==> config.mk <==
export PLATFORM = sky130hd
export DESIGN_NAME = uart_tx
export DESIGN_NICKNAME = d
export VERILOG_FILES = /design/src/rtl/uart_pkg.sv /design/src/rtl/uart_baud_counter.sv /design/src/rtl/uart_tx.sv
export SDC_FILE = /design/constraint.sdc
export NUM_CORES = 1
export LEC_CHECK = 0
export CORE_ASPECT_RATIO = 1.4
export CORE_UTILIZATION = 30
export DETAILED_ROUTE_END_ITERATION = 12
export GPL_TIMING_DRIVEN = 0
export SLEW_MARGIN = 20
export SYNTH_ARGS = -nofsm -noshare
export SYNTH_HDL_FRONTEND = slang
export SYNTH_HIERARCHICAL = 1
export SYNTH_SLANG_ARGS = --single-unit
==> constraint.sdc <==
create_clock -name clk -period 2.6 [get_ports clk]
set_clock_uncertainty 0.2 [all_clocks]
set_input_delay 0.52 -clock clk [delete_from_list [all_inputs] [get_ports clk]]
set_output_delay 0.52 -clock clk [all_outputs]
set_load 0.03 [all_outputs]
==> src/rtl/uart_pkg.sv <==
// Shared UART definitions.
// Holds the transmit FSM state type and the default frame constants that both
// the transmit and receive paths import.
package uart_pkg;

  typedef enum logic [2:0] {
    IDLE,
    START,
    DATA,
    PARITY,
    STOP
  } uart_tx_state_t;

  localparam int UART_CLKS_PER_BIT = 16;
  localparam int UART_DATA_BITS    = 8;

endpackage

==> src/rtl/uart_baud_counter.sv <==
// Per-bit clock divider shared by the UART transmit and receive paths.
// Counts 0..CLKS_PER_BIT-1 while enabled and flags the last clock of a bit.
// Ports:
//   clk     in  system clock
//   rst_n   in  asynchronous active-low reset
//   clr     in  synchronous clear (owner's state is changing)
//   en      in  count enable
//   bit_end out high in the final clock of the current bit (combinational)
module uart_baud_counter #(
  parameter int CLKS_PER_BIT = 16
) (
  input  logic clk,
  input  logic rst_n,
  input  logic clr,
  input  logic en,
  output logic bit_end
);

  localparam int CNT_W = (CLKS_PER_BIT > 2) ? $clog2(CLKS_PER_BIT) : 1;
  localparam logic [CNT_W-1:0] LAST = CNT_W'(CLKS_PER_BIT - 1);

  logic [CNT_W-1:0] cnt_q;

  assign bit_end = en && (cnt_q == LAST);

  // Wrapping on bit_end keeps consecutive bits of the same state exactly
  // CLKS_PER_BIT long without needing a clear from the owner.
  always_ff @(posedge clk or negedge rst_n) begin
    if (!rst_n) begin
      cnt_q <= '0;
    end else if (clr || bit_end) begin
      cnt_q <= '0;
    end else if (en) begin
      cnt_q <= cnt_q + CNT_W'(1);
    end
  end

endmodule

==> src/rtl/uart_tx.sv <==
// UART transmitter.
// Accepts a word over a valid/ready handshake and sends start bit, DATA_BITS
// data bits LSB first, optional parity bit and one stop bit, each bit held for
// CLKS_PER_BIT clocks.
// Ports:
//   clk        in  system clock
//   rst_n      in  asynchronous active-low reset
//   tx_data    in  word to send, latched on handshake
//   tx_valid   in  producer has a word
//   tx_ready   out idle and accepting a word this cycle
//   parity_en  in  append parity bit, latched on handshake
//   parity_odd in  0 = even, 1 = odd parity, latched on handshake
//   tx         out serial line, registered, idles high
//   tx_busy    out frame in progress
//   tx_done    out one-cycle pulse in the final stop-bit cycle
module uart_tx
  import uart_pkg::*;
#(
  parameter int CLKS_PER_BIT = UART_CLKS_PER_BIT,
  parameter int DATA_BITS    = UART_DATA_BITS
) (
  input  logic                 clk,
  input  logic                 rst_n,
  input  logic [DATA_BITS-1:0] tx_data,
  input  logic                 tx_valid,
  output logic                 tx_ready,
  input  logic                 parity_en,
  input  logic                 parity_odd,
  output logic                 tx,
  output logic                 tx_busy,
  output logic                 tx_done
);

  localparam int BIT_W = $clog2(DATA_BITS);
  localparam logic [BIT_W-1:0] LAST_BIT = BIT_W'(DATA_BITS - 1);

  uart_tx_state_t       state_q, state_d;
  logic [DATA_BITS-1:0] shift_q, shift_d;
  logic [BIT_W-1:0]     bit_cnt_q, bit_cnt_d;
  logic                 par_en_q;
  logic                 par_bit_q;
  logic                 tx_q, tx_d;
  logic                 bit_end;
  logic                 handshake;

  assign tx_ready  = rst_n && (state_q == IDLE);
  assign tx_busy   = (state_q != IDLE);
  assign handshake = tx_valid && tx_ready;
  assign tx_done   = (state_q == STOP) && bit_end;
  assign tx        = tx_q;

  uart_baud_counter #(
    .CLKS_PER_BIT(CLKS_PER_BIT)
  ) u_baud (
    .clk    (clk),
    .rst_n  (rst_n),
    .clr    (state_d != state_q),
    .en     (state_q != IDLE),
    .bit_end(bit_end)
  );

  always_comb begin
    state_d   = state_q;
    shift_d   = shift_q;
    bit_cnt_d = bit_cnt_q;
    tx_d      = 1'b1;

    case (state_q)
      IDLE: begin
        if (handshake) begin
          state_d   = START;
          shift_d   = tx_data;
          bit_cnt_d = '0;
        end
      end
      START: begin
        if (bit_end) state_d = DATA;
      end
      DATA: begin
        if (bit_end) begin
          shift_d = shift_q >> 1;
          if (bit_cnt_q == LAST_BIT) begin
            bit_cnt_d = '0;
            state_d   = par_en_q ? PARITY : STOP;
          end else begin
            bit_cnt_d = bit_cnt_q + BIT_W'(1);
          end
        end
      end
      PARITY: begin
        if (bit_end) state_d = STOP;
      end
      STOP: begin
        if (bit_end) state_d = IDLE;
      end
      default: state_d = IDLE;
    endcase

    // tx is registered from the next state so the line level lines up with
    // the state register: no extra cycle of latency on the serial output.
    case (state_d)
      START:   tx_d = 1'b0;
      DATA:    tx_d = shift_d[0];
      PARITY:  tx_d = par_bit_q;
      default: tx_d = 1'b1;
    endcase
  end

  always_ff @(posedge clk or negedge rst_n) begin
    if (!rst_n) begin
      state_q   <= IDLE;
      bit_cnt_q <= '0;
      tx_q      <= 1'b1;
    end else begin
      state_q   <= state_d;
      bit_cnt_q <= bit_cnt_d;
      tx_q      <= tx_d;
    end
  end

  // Data-side registers only need to be valid once a handshake loads them.
  always_ff @(posedge clk) begin
    shift_q <= shift_d;
    if (handshake) begin
      par_en_q  <= parity_en;
      par_bit_q <= (^tx_data) ^ parity_odd;
    end
  end

endmodule

# After elaboration in Yosys (flattened, before gate mapping)
# Cells that the tools add are included.
[op_classes]
add_sub_neg = 2
n_mul = 0
n_div = 0
n_lt_le_gt_ge = 0
n_eq_ne = 12
n_shift = 0
muxes = 18
n_bitwise = 1
n_reduce_logical = 11
[op_table]
columns = ["cell", "n"]
rows = [
  ["3-bit 2-to-1 mux", 10],
  ["8-bit 2-to-1 mux", 2],
  ["8-bit one-hot mux with 2 select lines", 1],
  ["3-bit one-hot mux with 5 select lines", 1],
  ["3-bit by 2-bit equality test with 1-bit output, second input constant", 4],
  ["4-bit 2-to-1 mux", 2],
  ["8-bit XOR reduction", 1],
  ["3-bit by 1-bit equality test with 1-bit output, second input constant", 2],
  ["3-bit equality test, second input constant", 2],
  ["3-bit one-hot mux with 2 select lines", 1],
  ["4-bit by 1-bit adder with 4-bit output, second input constant", 1],
  ["4-bit equality test, second input constant", 1],
  ["1-bit logical AND", 4],
  ["2-bit != test, second input constant", 2],
  ["2-bit nonzero test", 2],
  ["3-bit by 1-bit adder with 3-bit output, second input constant", 1],
  ["3-bit logical NOT", 1],
  ["3-bit != test", 1],
  ["1-bit one-hot mux with 3 select lines", 1],
  ["3-bit AND reduction", 1],
  ["3-bit nonzero test", 1],
  ["1-bit logical OR", 1],
  ["1-bit bitwise XOR", 1],
]
[word_totals]
reg_bits = 21
latch_bits = 0
mem_bits_rw = 0
rom_bits = 0
output_inout_bits = 4
word_cells = 52
n_memories = 0

# Logic depth before layout (Yosys ltp)
[logic_depth]
ltp_word = 8
depth_mapped = 11
ltp_nobuf = 9

# Hierarchy
# Netlist, hierarchy kept.
[by_module_without_submodules]
columns = ["mod", "n_inst", "cells_per_inst", "area_per_inst_um2", "seq_area_each_um2"]
rows = [
  ["uart_tx", 1, 90, 1008.5, 466.7],
  ["uart_baud_counter", 1, 22, 202.7, 100.1],
]

# Least setup slack after synthesis
# OpenSTA, ideal clock, no wires.
[synth_path]
kind = "register to register"
startpoint = "reg state_q[0]"
endpoint = "reg shift_q[1] (enable)"
setup_ps = 319
arrival_time_ps = 1753
path_slack_ps = 328
path_stages_with_launch = 10
path_buffers = 2
synth_period_minus_slack_ps = 2272
cell_sequence = "dfrtp_1 > buf_6 > nor3_2 > inv_1 > inv_1 > nor2_1 > buf_2 > nand2_1 > a211o_1 > inv_1"
[synth_between]
elab_cells_between_ends = 10
[synth_lines]
columns = ["element", "line_no", "source"]
rows = [
  ["start, declared", "uart_tx.sv:37", "uart_tx_state_t state_q, state_d;"],
  ["start signal, assigned", "uart_tx.sv:115", "state_q <= state_d;"],
  ["3-bit nonzero test", "n/a", ""],
  ["net tx_busy", "uart_tx.sv:30", "output logic tx_busy,"],
  ["1-bit logical AND", "uart_baud_counter.sv:24", "assign bit_end = en && (cnt_q == LAST);"],
  ["net bit_end", "uart_tx.sv:43", "logic bit_end;"],
  ["2-bit != test (no source line)", "n/a", ""],
  ["3-bit AND reduction (no source line)", "n/a", ""],
  ["end signal, assigned", "uart_tx.sv:123", "shift_q <= shift_d;"],
  ["end, declared", "uart_tx.sv:38", "logic [DATA_BITS-1:0] shift_q, shift_d;"],
]
# The timed path passes the listed nets, and every way through them passes these cells.
# A chain may end at the register's enable or synchronous reset.

# Worst setup path after layout
[layout_path]
startpoint = "in rst_n"
endpoint = "out tx_ready"
[layout_between]
elab_chain_cells = 1
[layout_lines]
columns = ["element", "line_no", "source"]
rows = [
  ["start, declared", "uart_tx.sv:23", "input logic rst_n,"],
  ["1-bit logical AND", "uart_tx.sv:46", "assign tx_ready = rst_n && (state_q == IDLE);"],
  ["end, declared", "uart_tx.sv:26", "output logic tx_ready,"],
]
# Every way passes these cells.

==> summary.txt <==
Final hold vios -> 0
Commonest non-fill, non-tap cell in the layout -> clkdlybuf4s50_1
Class of the worst hold path -> primary input to async pin
Routability cong. -> 0.848
Setup_tns -> 0 ns
# IOs -> 17
Num CTS Buffers -> 3
Die height -> 77.2 um
Largest net degree at the start of global routing -> 16
Status -> finished, final reports clean
Die ar. -> 4300 um^2
DRT iter0 DRCs -> 20
GRT Util Overall -> 11.9%
H-tree levels -> 1
Prevailing post-synth register cell -> dfrtp_1
CTS clk-pin slew, worst paths -> 0.08 ns
Final setup margin -> 0.0917 ns
Port Buf Inserts -> 16
Max cap viols -> 0
Total routed wirelength -> 2.32 mm
Dpl ws -> -0.478 ns
First-pass GRT wire length -> 4.05 mm
Clock power share -> 15.4%
CTS sink cnt -> 21
DRT antenna net count -> 0
Total congestion overflow -> 0
Pre-Repair DR Iteration Count -> 4
Avg Cell Area, Syn -> 10.8 um^2
Max Slew Vio Count -> 0
Crit share post-route -> 96.5%
Final min period -> 2.51 ns
Startpoint types -> primary input
#FFs+latches synth -> 21
Post-Syn Instances -> 112
Worst ir drop on vdd -> 0.000530 V
Cell Area, Synth -> 1210 um^2
Pleak -> 0.000636 uW
Initial Util -> 31.2%
PwrDens -> 927 nW/um^2
Critical path arrival -> 1.79 ns
DR vias/cell -> 5.18
Drc violations -> 0
Layout cells sized above 1 -> 26.3%
P_sw -> 514 uW
Most frequent cells in the layout -> 14 x clkdlybuf4s50_1, 10 x nand2_1, 9 x edfxtp_1
Unrepaired setup endpoints after global routing -> no
Sequential area share after synthesis -> 46.8%
Crit-path max FO -> 15
Via count -> 933
FMAX -> 399 MHz
Total core area -> 3880 um^2
Layout Nets -> 154
Clock buffer depth -> 2
Worst slew pin tran -> 0.413 ns
Comb pwr share -> 47.3%
CTS Root Cell -> clkbuf_8
Number of synthesized flops with an enable pin -> 9
Worst-Skew Late Latency -> 0.26 ns
Final setup viols -> 0
Area grow syn2layout -> 25.5%
Ys Warns -> 6
Slew margin rel. -> 72.5%
Synth unique cells -> 42
Post-synth ARST share -> 52.4%
Post-DP HPWL -> 1.74 mm
Vias in the first global route -> 948
Die width -> 55.7 um
Flop pwr share -> 37.3%
Crit Path Category -> primary input to primary output
Cell Rows -> 27
ANT cells -> 0
DR WL/cell -> 12.9 um
Internal -> 895 uW
Sw Ratio -> 36.5%
Fillers -> 386
Crit. End Element -> primary output
Critical path required time -> 1.88 ns
CTS tree -> yes
Syn nets -> 128
Hold-fix buffers, CTS -> 0
Initial antenna violation count -> 0
[layer usage]
metal / vias up / GRT usage [%] / share of wire [%]
met2: 26 / 22.2 / 52
met1: 443 / 12.6 / 42
li1: 459 / - / -
met5: - / 0 / 0
met3: 5 / 2.36 / 4.1
met4: 0 / 5.25 / 1.6
[final cells by class]
class	count	area [um^2]	share of cell area, %
repair buffers	21	193	12.7
flip-flops and latches	21	569	37.4
inverters	7	26.3	1.73
well taps	43	53.8	3.54
multi-input cells	78	583	38.4
clock buffers	3	41.3	2.72
clock inverters	1	5.00	0.329
plain buffers	6	48.8	3.21
[worst paths after layout]
kind	startpoint	to	slack (ns)	cells after the start
max in group asynchronous	rst_n	tx	1.85	1
min	rst_n	u_baud/cnt_q[1]	0.05	1
max	rst_n	tx_ready	0.09	3
max reg2reg	u_baud/cnt_q[0]	u_baud/cnt_q[3]	0.32	9
min in group clk	bit_cnt_q[2]	bit_cnt_q[2]	0.31	2
min reg2reg	bit_cnt_q[2]	bit_cnt_q[2]	0.31	2
[power by group through the flow]
stage          clock network, uW  registers [uW]  logic [uW]
6_report                     217             526         666
5_1_grt                      240             537         746
4_1_cts                      225             527         617
3_5_place_dp                   0             529         603
3_3_place_gp                   0             525         582
2_1_floorplan                  0             529         455
[registers in the layout, indices dropped and copies added, names as in the netlist]
signal,cells
bit_cnt_q,3
par_bit_q,1
par_en_q,1
shift_q,8
state_q,3
tx,1
u_baud/cnt_q,4
[worst max-delay path, cell delays in order]
cell	delay [ns]
clkdlybuf4s18_2	0.40
and2_2	0.21
clkdlybuf4s50_1	0.66
[what timing repair did]
item / 4_1_cts / 5_1_grt
setup buffers: 1 / 4
pin swaps: 1 / 0
setup endpoints to repair: 10 / 2
gates resized for setup: 8 / 8
[cell families (layout without fill, tap and decap cells)]
group,after synthesis,in the layout,share of synthesized area (%)
simple gates,37,37,16.6
compound gates,28,28,20.1
flops,21,21,46.8
buf+inv,13,38,5.99
xor+xnor,9,9,6.51
fa+ha+maj,3,3,3.10
mux,1,1,0.826
[Yosys cell counts (2+ instances only)]
library cell | count | area, um^2
edfxtp_1 | 9 | 270
nand2b_1 | 2 | 12.5
inv_1 | 7 | 26.3
xor2_1 | 3 | 26.3
nand2_1 | 10 | 37.5
nor2b_1 | 2 | 12.5
a22o_2 | 6 | 60.1
a211o_1 | 3 | 26.3
and3_1 | 2 | 12.5
buf_6 | 2 | 22.5
nor2_1 | 7 | 26.3
ha_1 | 3 | 37.5
o21ai_1 | 3 | 15.0
a21oi_1 | 4 | 20.0
a31oi_1 | 2 | 12.5
nand3_1 | 6 | 30.0
dfrtp_1 | 10 | 250
xnor2_1 | 6 | 52.6
buf_4 | 2 | 15.0
[metrics by stage]
| step | cell area, um^2 | util [%] | cells | power, uW | hold WS [ns] |
|---|---|---|---|---|---|
| 5_1_grt | 1520 | 39.1 | 180 | 1520 | 0.0615 |
| 3_5_place_dp | 1430 | 36.7 | 171 | 1130 | 0.296 |
| 2_1_floorplan | 1210 | - | 112 | 985 | 0.0244 |
| 6_report | 1520 | 39.1 | 180 | 1410 | 0.0452 |
| 4_1_cts | 1490 | 38.3 | 176 | 1370 | 0.0552 |
| 3_3_place_gp | 1430 | 36.7 | 171 | 1110 | 0.273 |
Note: power is estimated with default switching activity, not from simulation.
